File: src/rtl/ika2151_so_dec.sv
// YM3012-style DAC input stage: deserialises the 13-bit floating-point SO words
// framed by SH1 (right) / SH2 (left) and decodes them to signed 16-bit PCM.
module ika2151_so_dec #(
  parameter bit HOLD_ON_ERR = 1'b1
) (
  input  logic        i_EMUCLK,
  input  logic        i_MRST,
  input  logic        i_phi1_NCEN_n,
  input  logic        i_SO,
  input  logic        i_SH1,
  input  logic        i_SH2,
  output logic [15:0] o_PCM_R,
  output logic [15:0] o_PCM_L,
  output logic        o_VALID_R,
  output logic        o_VALID_L,
  output logic        o_FRAME_ERR
);

  logic        en;
  logic        sh1_z, sh2_z;
  logic        act1, act2;
  logic        rise1, rise2, fall1, fall2;
  logic        start, close_r, close_l, short_word;
  logic        own_l;
  logic [12:0] word;
  logic [4:0]  cnt;

  logic [12:0] s1_word;
  logic        s1_r_vld, s1_l_vld, s1_r_upd, s1_l_upd;

  logic [9:0]  m10;
  logic [2:0]  expo;
  logic [15:0] pcm;

  assign en    = ~i_phi1_NCEN_n;
  assign act1  = i_SH1;
  assign act2  = i_SH2 & ~i_SH1;
  assign rise1 = i_SH1 & ~sh1_z;
  assign rise2 = i_SH2 & ~sh2_z;
  assign fall1 = ~i_SH1 & sh1_z;
  assign fall2 = ~i_SH2 & sh2_z;
  assign start = (act1 & rise1) | (act2 & rise2);

  // A falling edge closes the word only for the channel that opened it, so an
  // SH2 pulse swallowed by an SH1 overlap cannot steal the right-channel word.
  assign close_r    = fall1 & ~own_l;
  assign close_l    = fall2 & own_l;
  assign short_word = (cnt < 5'd13);

  // Edge history, capture shift register and owner of the word in flight
  always_ff @(posedge i_EMUCLK or posedge i_MRST) begin
    if (i_MRST) begin
      sh1_z <= 1'b0;
      sh2_z <= 1'b0;
      own_l <= 1'b0;
      word  <= '0;
      cnt   <= '0;
    end else if (en) begin
      sh1_z <= i_SH1;
      sh2_z <= i_SH2;
      if (start) begin
        own_l   <= act2;
        word[0] <= i_SO;
        cnt     <= 5'd1;
      end else if (act1 | act2) begin
        if (short_word) word[cnt[3:0]] <= i_SO;
        if (cnt != 5'd16) cnt <= cnt + 5'd1;
      end
    end
  end

  always_ff @(posedge i_EMUCLK or posedge i_MRST) begin
    if (i_MRST) begin
      o_FRAME_ERR <= 1'b0;
    end else if (en) begin
      if ((i_SH1 & i_SH2) | ((close_r | close_l) & short_word)) o_FRAME_ERR <= 1'b1;
    end
  end

  // Decode stage 1: latch the closed word and what the output stage must do
  always_ff @(posedge i_EMUCLK or posedge i_MRST) begin
    if (i_MRST) begin
      s1_word  <= '0;
      s1_r_vld <= 1'b0;
      s1_l_vld <= 1'b0;
      s1_r_upd <= 1'b0;
      s1_l_upd <= 1'b0;
    end else if (en) begin
      if (close_r | close_l) s1_word <= word;
      s1_r_vld <= close_r & ~short_word;
      s1_l_vld <= close_l & ~short_word;
      s1_r_upd <= close_r & (~short_word | ~HOLD_ON_ERR);
      s1_l_upd <= close_l & (~short_word | ~HOLD_ON_ERR);
    end
  end

  // Offset-binary mantissa to two's complement, then scale by the exponent
  always_comb begin
    m10  = {s1_word[9], s1_word[8:0]} ^ 10'h200;
    expo = s1_word[12:10];
    pcm  = '0;
    if (expo != 3'd0) pcm = {{6{m10[9]}}, m10} << (expo - 3'd1);
  end

  // Decode stage 2: outputs; strobes only move on enabled cycles
  always_ff @(posedge i_EMUCLK or posedge i_MRST) begin
    if (i_MRST) begin
      o_PCM_R   <= '0;
      o_PCM_L   <= '0;
      o_VALID_R <= 1'b0;
      o_VALID_L <= 1'b0;
    end else if (en) begin
      o_VALID_R <= s1_r_vld;
      o_VALID_L <= s1_l_vld;
      if (s1_r_upd) o_PCM_R <= pcm;
      if (s1_l_upd) o_PCM_L <= pcm;
    end
  end

endmodule

File: config.mk
export PLATFORM = sky130hd
export DESIGN_NAME = ika2151_so_dec
export DESIGN_NICKNAME = d
export VERILOG_FILES = /design/src/rtl/ika2151_so_dec.sv
export SDC_FILE = /design/constraint.sdc
export NUM_CORES = 1
export LEC_CHECK = 0
export ABC_AREA = 0
export CAP_MARGIN = 30
export CORE_MARGIN = 2
export CORE_UTILIZATION = 45
export CTS_CLUSTER_DIAMETER = 200
export DETAILED_ROUTE_END_ITERATION = 6
export GPL_TIMING_DRIVEN = 1
export PLACE_DENSITY = 0.7
export SETUP_SLACK_MARGIN = 0.02
export SYNTH_ARGS = -nofsm -noshare
export SYNTH_HDL_FRONTEND = slang
export SYNTH_SLANG_ARGS = --single-unit
File: constraint.sdc
create_clock -name i_EMUCLK -period 2.8 [get_ports i_EMUCLK]
set_input_delay 0.28 -clock i_EMUCLK [delete_from_list [all_inputs] [get_ports i_EMUCLK]]
set_output_delay 0.28 -clock i_EMUCLK [all_outputs]
set_load 0.01 [all_outputs]
Word level (Yosys, flattened, before mapping)
Cells that the tools add are included.

Bits in registers: 71. Latch bits: 0. Bits in writable memories: 0. ROM bits: 0. Input port bits: 6. Output and inout port bits: 35. Logic and storage cells: 70. Memories kept: 0.

Add/subtract/negate cells: 2. Multiply operators: 0. Divide/modulo/power cells: 0. Order comparisons: 3. Equality and inequality tests: 1. Shift operators: 1. Multiplexer cells: 10. Bitwise gates (word level): 26. Reductions and logical operators: 13.

Operator list (number): $mux W16 (1); $shl A16 B3 Y16 (1); $mux W5 (3); $and A1 B1 Y1 (13); $bwmux W13 (1); $reduce_and A2 Y1 (5); $not A1 Y1 (9); $reduce_and A3 Y1 (2); $reduce_bool A2 Y1 (3); $add A5 B1 Y5 const B (1); $lt A4 B5 Y1 const B (1); $lt A5 B4 Y1 const B (1); $ne A5 B5 Y1 const B (1); $demux W1 S4 (1); $ge A4 B1 Y1 const B (1); $mux W1 (4); $or A1 B1 Y1 (4); $reduce_and A4 Y1 (1); $reduce_bool A3 Y1 (1); $sub A3 B1 Y3 const B (1); $logic_and A1 B1 Y1 (1).

Depth between registers and ports, before layout
Depth in word-level cells: 8. Gate-level depth with buffers: 8. Gate-level depth less buffers: 6.

Worst setup path before layout
No wires, ideal clock.

Path kind: register -> register. Start point: register s1_word[10]. End point: register o_PCM_R[6]. Library setup time: 0.074 ns. Data arrival time: 2.122 ns. Data required time: 2.726 ns. Slack: 0.603 ns. Cell stages (with the launch flop): 8. Buffers on the path: 1. Period minus slack after synthesis: 2.197 ns. Path through: dfrtp_1 clkinv_1 ha_1 buf_6 mux2i_1 mux4_2 o221a_4 o21ai_2.

Longest elaborated chain between the ends: 3. Elaborated cells between the ends (all ways): 4. Those cells by class: add/sub: 1; shift: 1; mux: 1; reduce/logical: 1.

RTL lines: start, declared (RTL line 28) `logic [12:0] s1_word;`; start signal, assigned (RTL line 89) `if (close_r | close_l) s1_word <= word;`; $sub A3 B1 Y3 (RTL line 102) `if (expo != 3'd0) pcm = {{6{m10[9]}}, m10} << (expo - 3'd1);`; $shl A16 B3 Y16 (RTL line 102); $mux W16 (*) (RTL line 102); end signal, assigned (RTL line 115) `if (s1_r_upd) o_PCM_R <= pcm;`; end, declared (RTL line 12) `output logic [15:0] o_PCM_R,`.

Mark *: on every way between the ends. The rest lies on a longest branch, timed or not. A chain may end at the register's enable or synchronous reset.

Worst setup path after layout
Start point: register s1_word[10]. End point: register o_PCM_R[12].

The elaborated chain is that of the path after synthesis.

==> flow_metrics.env <==
export IMPL_dpl_cell_area_um2=4130
export IMPL_post_synth_xor_area_fraction=0.00727
export IMPL_floorplan_die_area_um2=8770
export IMPL_fin_area_um2=4320
export IMPL_avgRoutedWirePerCell_um=15.1
export IMPL_outcome="finished, final reports clean"
export IMPL_period_minus_slack_ns=2.29
export IMPL_n_antenna_cell=0
export IMPL_ys_dominant_reg_cell="dfrtp_1"
export IMPL_post_cts_buffers=0
export IMPL_timing_critical_path_fanout_max=12
export IMPL_floorplan_die_height_um=93.6
export IMPL_worstPathRequired_ns=3.03
export IMPL_grt_pass1_wl_mm=12.9
export IMPL_drt_pass1_iterations=5
export IMPL_die_x_um=93.6
export IMPL_detail_route_antenna_nets=0
export IMPL_drc=0
export IMPL_p_leak_nw=1.83
export IMPL_grt_total_usage=0.189
export IMPL_worstMarginPinSlew_ns=0.580
export IMPL_core_rowCount=32
export IMPL_synth_mux_area_fraction=0.137
export IMPL_yosysUniqueCellTypes=52
export IMPL_synth_top_cells_by_area="dfrtp_1 (49%), mux2_2 (9.3%), nand2_1 (6.6%)"
export IMPL_timing_rr_start="s1_word[10]"
export IMPL_yosys_warnings=0
export IMPL_layoutNonFillerInstCount=501
export IMPL_fp_coreArea_um2=7770
export IMPL_postRouteWirelength_mm=7.59
export IMPL_clock_tree_root_cell="clkbuf_8"
export IMPL_maximum_ir_drop_on_the_vdd_rail_v=0.000579
export IMPL_cts_reportedPaths_clkPinSlew_ns=0.07
export IMPL_synth_largest_type_area_fraction=0.491
export IMPL_ctsResizeCount=0
export IMPL_post_synth_and_or_nand_nor_area_fraction=0.169
export IMPL_clock_tree_buffer_depth=2
export IMPL_critical_path_slowest_cell="ha_1"
export IMPL_drv_slew=0
export IMPL_post_route_period_util=0.817
export IMPL_timing_critical_path_arrival_ns=2.51
export IMPL_via_count=2761
export IMPL_setup_worst_path_end_class="flop"
export IMPL_synth_cell_area_um2=3620
export IMPL_preCtsSetupSlack_ns=0.542
export IMPL_timing_critical_path_from="s1_word[10]"
export IMPL_count_of_nets_after_finishing=406
export IMPL_start_util=0.466
export IMPL_via_per_inst=5.51
export IMPL_boundaryPins=41
export IMPL_synth_compound_gate_area_share=0.144
export IMPL_buffer_ports_inserted=40
export IMPL_finalHoldViolations=0
export IMPL_final_layout_size_suffix_gt1_frac=0.163
export IMPL_slew_headroom=0.602
export IMPL_synth_avg_cell_area_um2=10.2
export IMPL_cap_violations=0
export IMPL_unrepaired_setup_endpoints_after_global_routing="no"
export IMPL_final_core_area_utilization=0.556
export IMPL_number_of_design_rule_violations_left_by_the_first_detailed_router_iteration=191
export IMPL_grt_start_max_net_pins=72
export IMPL_final_setup_skew_ns=0.00445
export IMPL_synth_most_common_cell="dfrtp_1"
export IMPL_clock_fmax_mhz=437
export IMPL_synth_common_cells="dfrtp_1 (71), nand2_1 (64), mux2_2 (30)"
export IMPL_number_of_synthesized_flops_with_an_enable_pin=0
export IMPL_max_stage_delay_ns=0.61
export IMPL_via_count_of_the_first_global_routing_pass=2666
export IMPL_ys_ff_latch=71
export IMPL_place_hpwl_mm=5.51
export IMPL_finalWeightedCongestion=0.873
export IMPL_total_power_mw=2.83
export IMPL_asyncSetResetFlopFracSynth=1.00
export IMPL_area_growth_pct=19.5
export IMPL_syn_nets=365
export IMPL_ys_seq_area_frac=0.491
export IMPL_worst_path_dominant_cell_family="adder cells"
export IMPL_cts_sink_count=71
export IMPL_number_of_antenna_violations_at_the_first_check_in_global_routing=0
export IMPL_syn_inst=353
export IMPL_worst_setup_path_start_kind="flop"
export IMPL_worstSkewPairLatency_ns=0.35
export IMPL_ctsHtreeMaxLevel=3
export IMPL_tritoncts_num_buffers=9
export IMPL_synth_largest_area_cell="dfrtp_1"
export IMPL_setup_viol_count_final=0
export IMPL_power_per_cell_area_nw_per_um2=655
export IMPL_setup_slack_ns=0.513
export IMPL_cts_tree="done"
export IMPL_synth_fa_ha_area_frac=0.0208
export IMPL_totalNegativeSetupSlack_ns=0
export IMPL_timing_worst_setup_path_type="flop to flop"
export IMPL_holdBufCountCts=0
export IMPL_globalRoute_totalOverflow=0
export IMPL_numPlacedInstances=485
export IMPL_largest_family_of_logic_cells_by_synthesized_area="simple AND/OR/NAND/NOR gates"
export IMPL_hold_path_class="input port to asynchronous set/reset pin"
export IMPL_timing_critical_path_buf_inv=1
export IMPL_finalHoldWorstSlack_ns=0.323
export IMPL_path_cells="clkinv_1, ha_1, mux2i_1, nand2_1, a31oi_1, o21ai_0"
==> state kept, by name (all words and copies together), names as in the netlist <==
name and count:
s1_l_upd 1, own_l 1, o_FRAME_ERR 1, s1_word 13
sh1_z 1, o_VALID_L 1, sh2_z 1, o_VALID_R 1
o_PCM_R 16, o_PCM_L 16, s1_r_upd 1, cnt 5
word 13
==> cell families (layout without fill, tap and decap cells) <==
logic type | after synthesis | after routing
muxes | 42 | 42
adders and majority gates | 6 | 6
AOI/OAI and AO/OA | 76 | 76
xor gates and xnor gates | 3 | 3
and+or+nand+nor | 130 | 130
DFF | 71 | 71
buffers and inverters | 25 | 71
==> metal layers <==
layer,vias to the layer above,track usage,part of all wire
li1,1348,-,-
met1,1326,0.244,0.45
met2,70,0.299,0.48
met3,17,0.0451,0.038
met4,0,0.0942,0.028
met5,-,0,0
==> path summary, 6_finish.rpt <==
kind | to | cells after the start | slack (ns)
max in group asynchronous | o_PCM_R[0] | 3 | 2.19
worst min register to register | o_PCM_L[1] | 2 | 0.48
worst max-delay path | o_PCM_R[12] | 6 | 0.51
min in group i_EMUCLK | o_PCM_L[1] | 2 | 0.48
worst max register to register | o_PCM_R[12] | 6 | 0.51
worst min-delay path | o_PCM_R[10] | 3 | 0.32
==> final cells by class <==
| class | instances | area, um^2 |
|---|---|---|
| tap | 102 | 128 |
| clock buffer | 10 | 128 |
| multi-input combinational | 257 | 1730 |
| sequential | 71 | 1780 |
| fill | 704 | 3450 |
| inverter | 7 | 26.3 |
| timing repair buffer | 48 | 473 |
| clock inverter | 6 | 61.3 |
==> tightest hold or removal path, delay by kind of cell <==
kind     cells  cell delay, ns
buf+inv      3            0.79
==> power breakdown <==
| part | leakage [nW] | switching (mW) | internal [mW] | total [mW] |
|---|---|---|---|---|
| sequential | 0.961 | 0.165 | 1.17 | 1.34 |
| clock | 0.0960 | 0.379 | 0.408 | 0.787 |
| combinational | 0.771 | 0.381 | 0.322 | 0.703 |
| total | 1.83 | 0.925 | 1.90 | 2.83 |
==> layout by cell type (no fill, tap or decap), drive strengths merged, types with 3 or more instances in the layout <==
| master | synthesis | routed |
|---|---|---|
| clkdlybuf4s50 | 0 | 40 |
| mux4 | 3 | 3 |
| dfrtp | 71 | 71 |
| a31oi | 5 | 5 |
| a21boi | 4 | 4 |
| clkinv | 1 | 5 |
| mux2i | 9 | 9 |
| buf | 7 | 8 |
| mux2 | 30 | 30 |
| nand3 | 17 | 17 |
| o21ai | 31 | 31 |
| inv | 6 | 6 |
| nand3b | 3 | 3 |
| a32oi | 3 | 3 |
| nand4 | 9 | 9 |
| nand2b | 5 | 5 |
| a21oi | 7 | 7 |
| clkbuf | 11 | 10 |
| nor2b | 11 | 11 |
| nor2 | 11 | 11 |
| ha | 6 | 6 |
| nand2 | 64 | 64 |
Power figures use the tool's default switching activity.
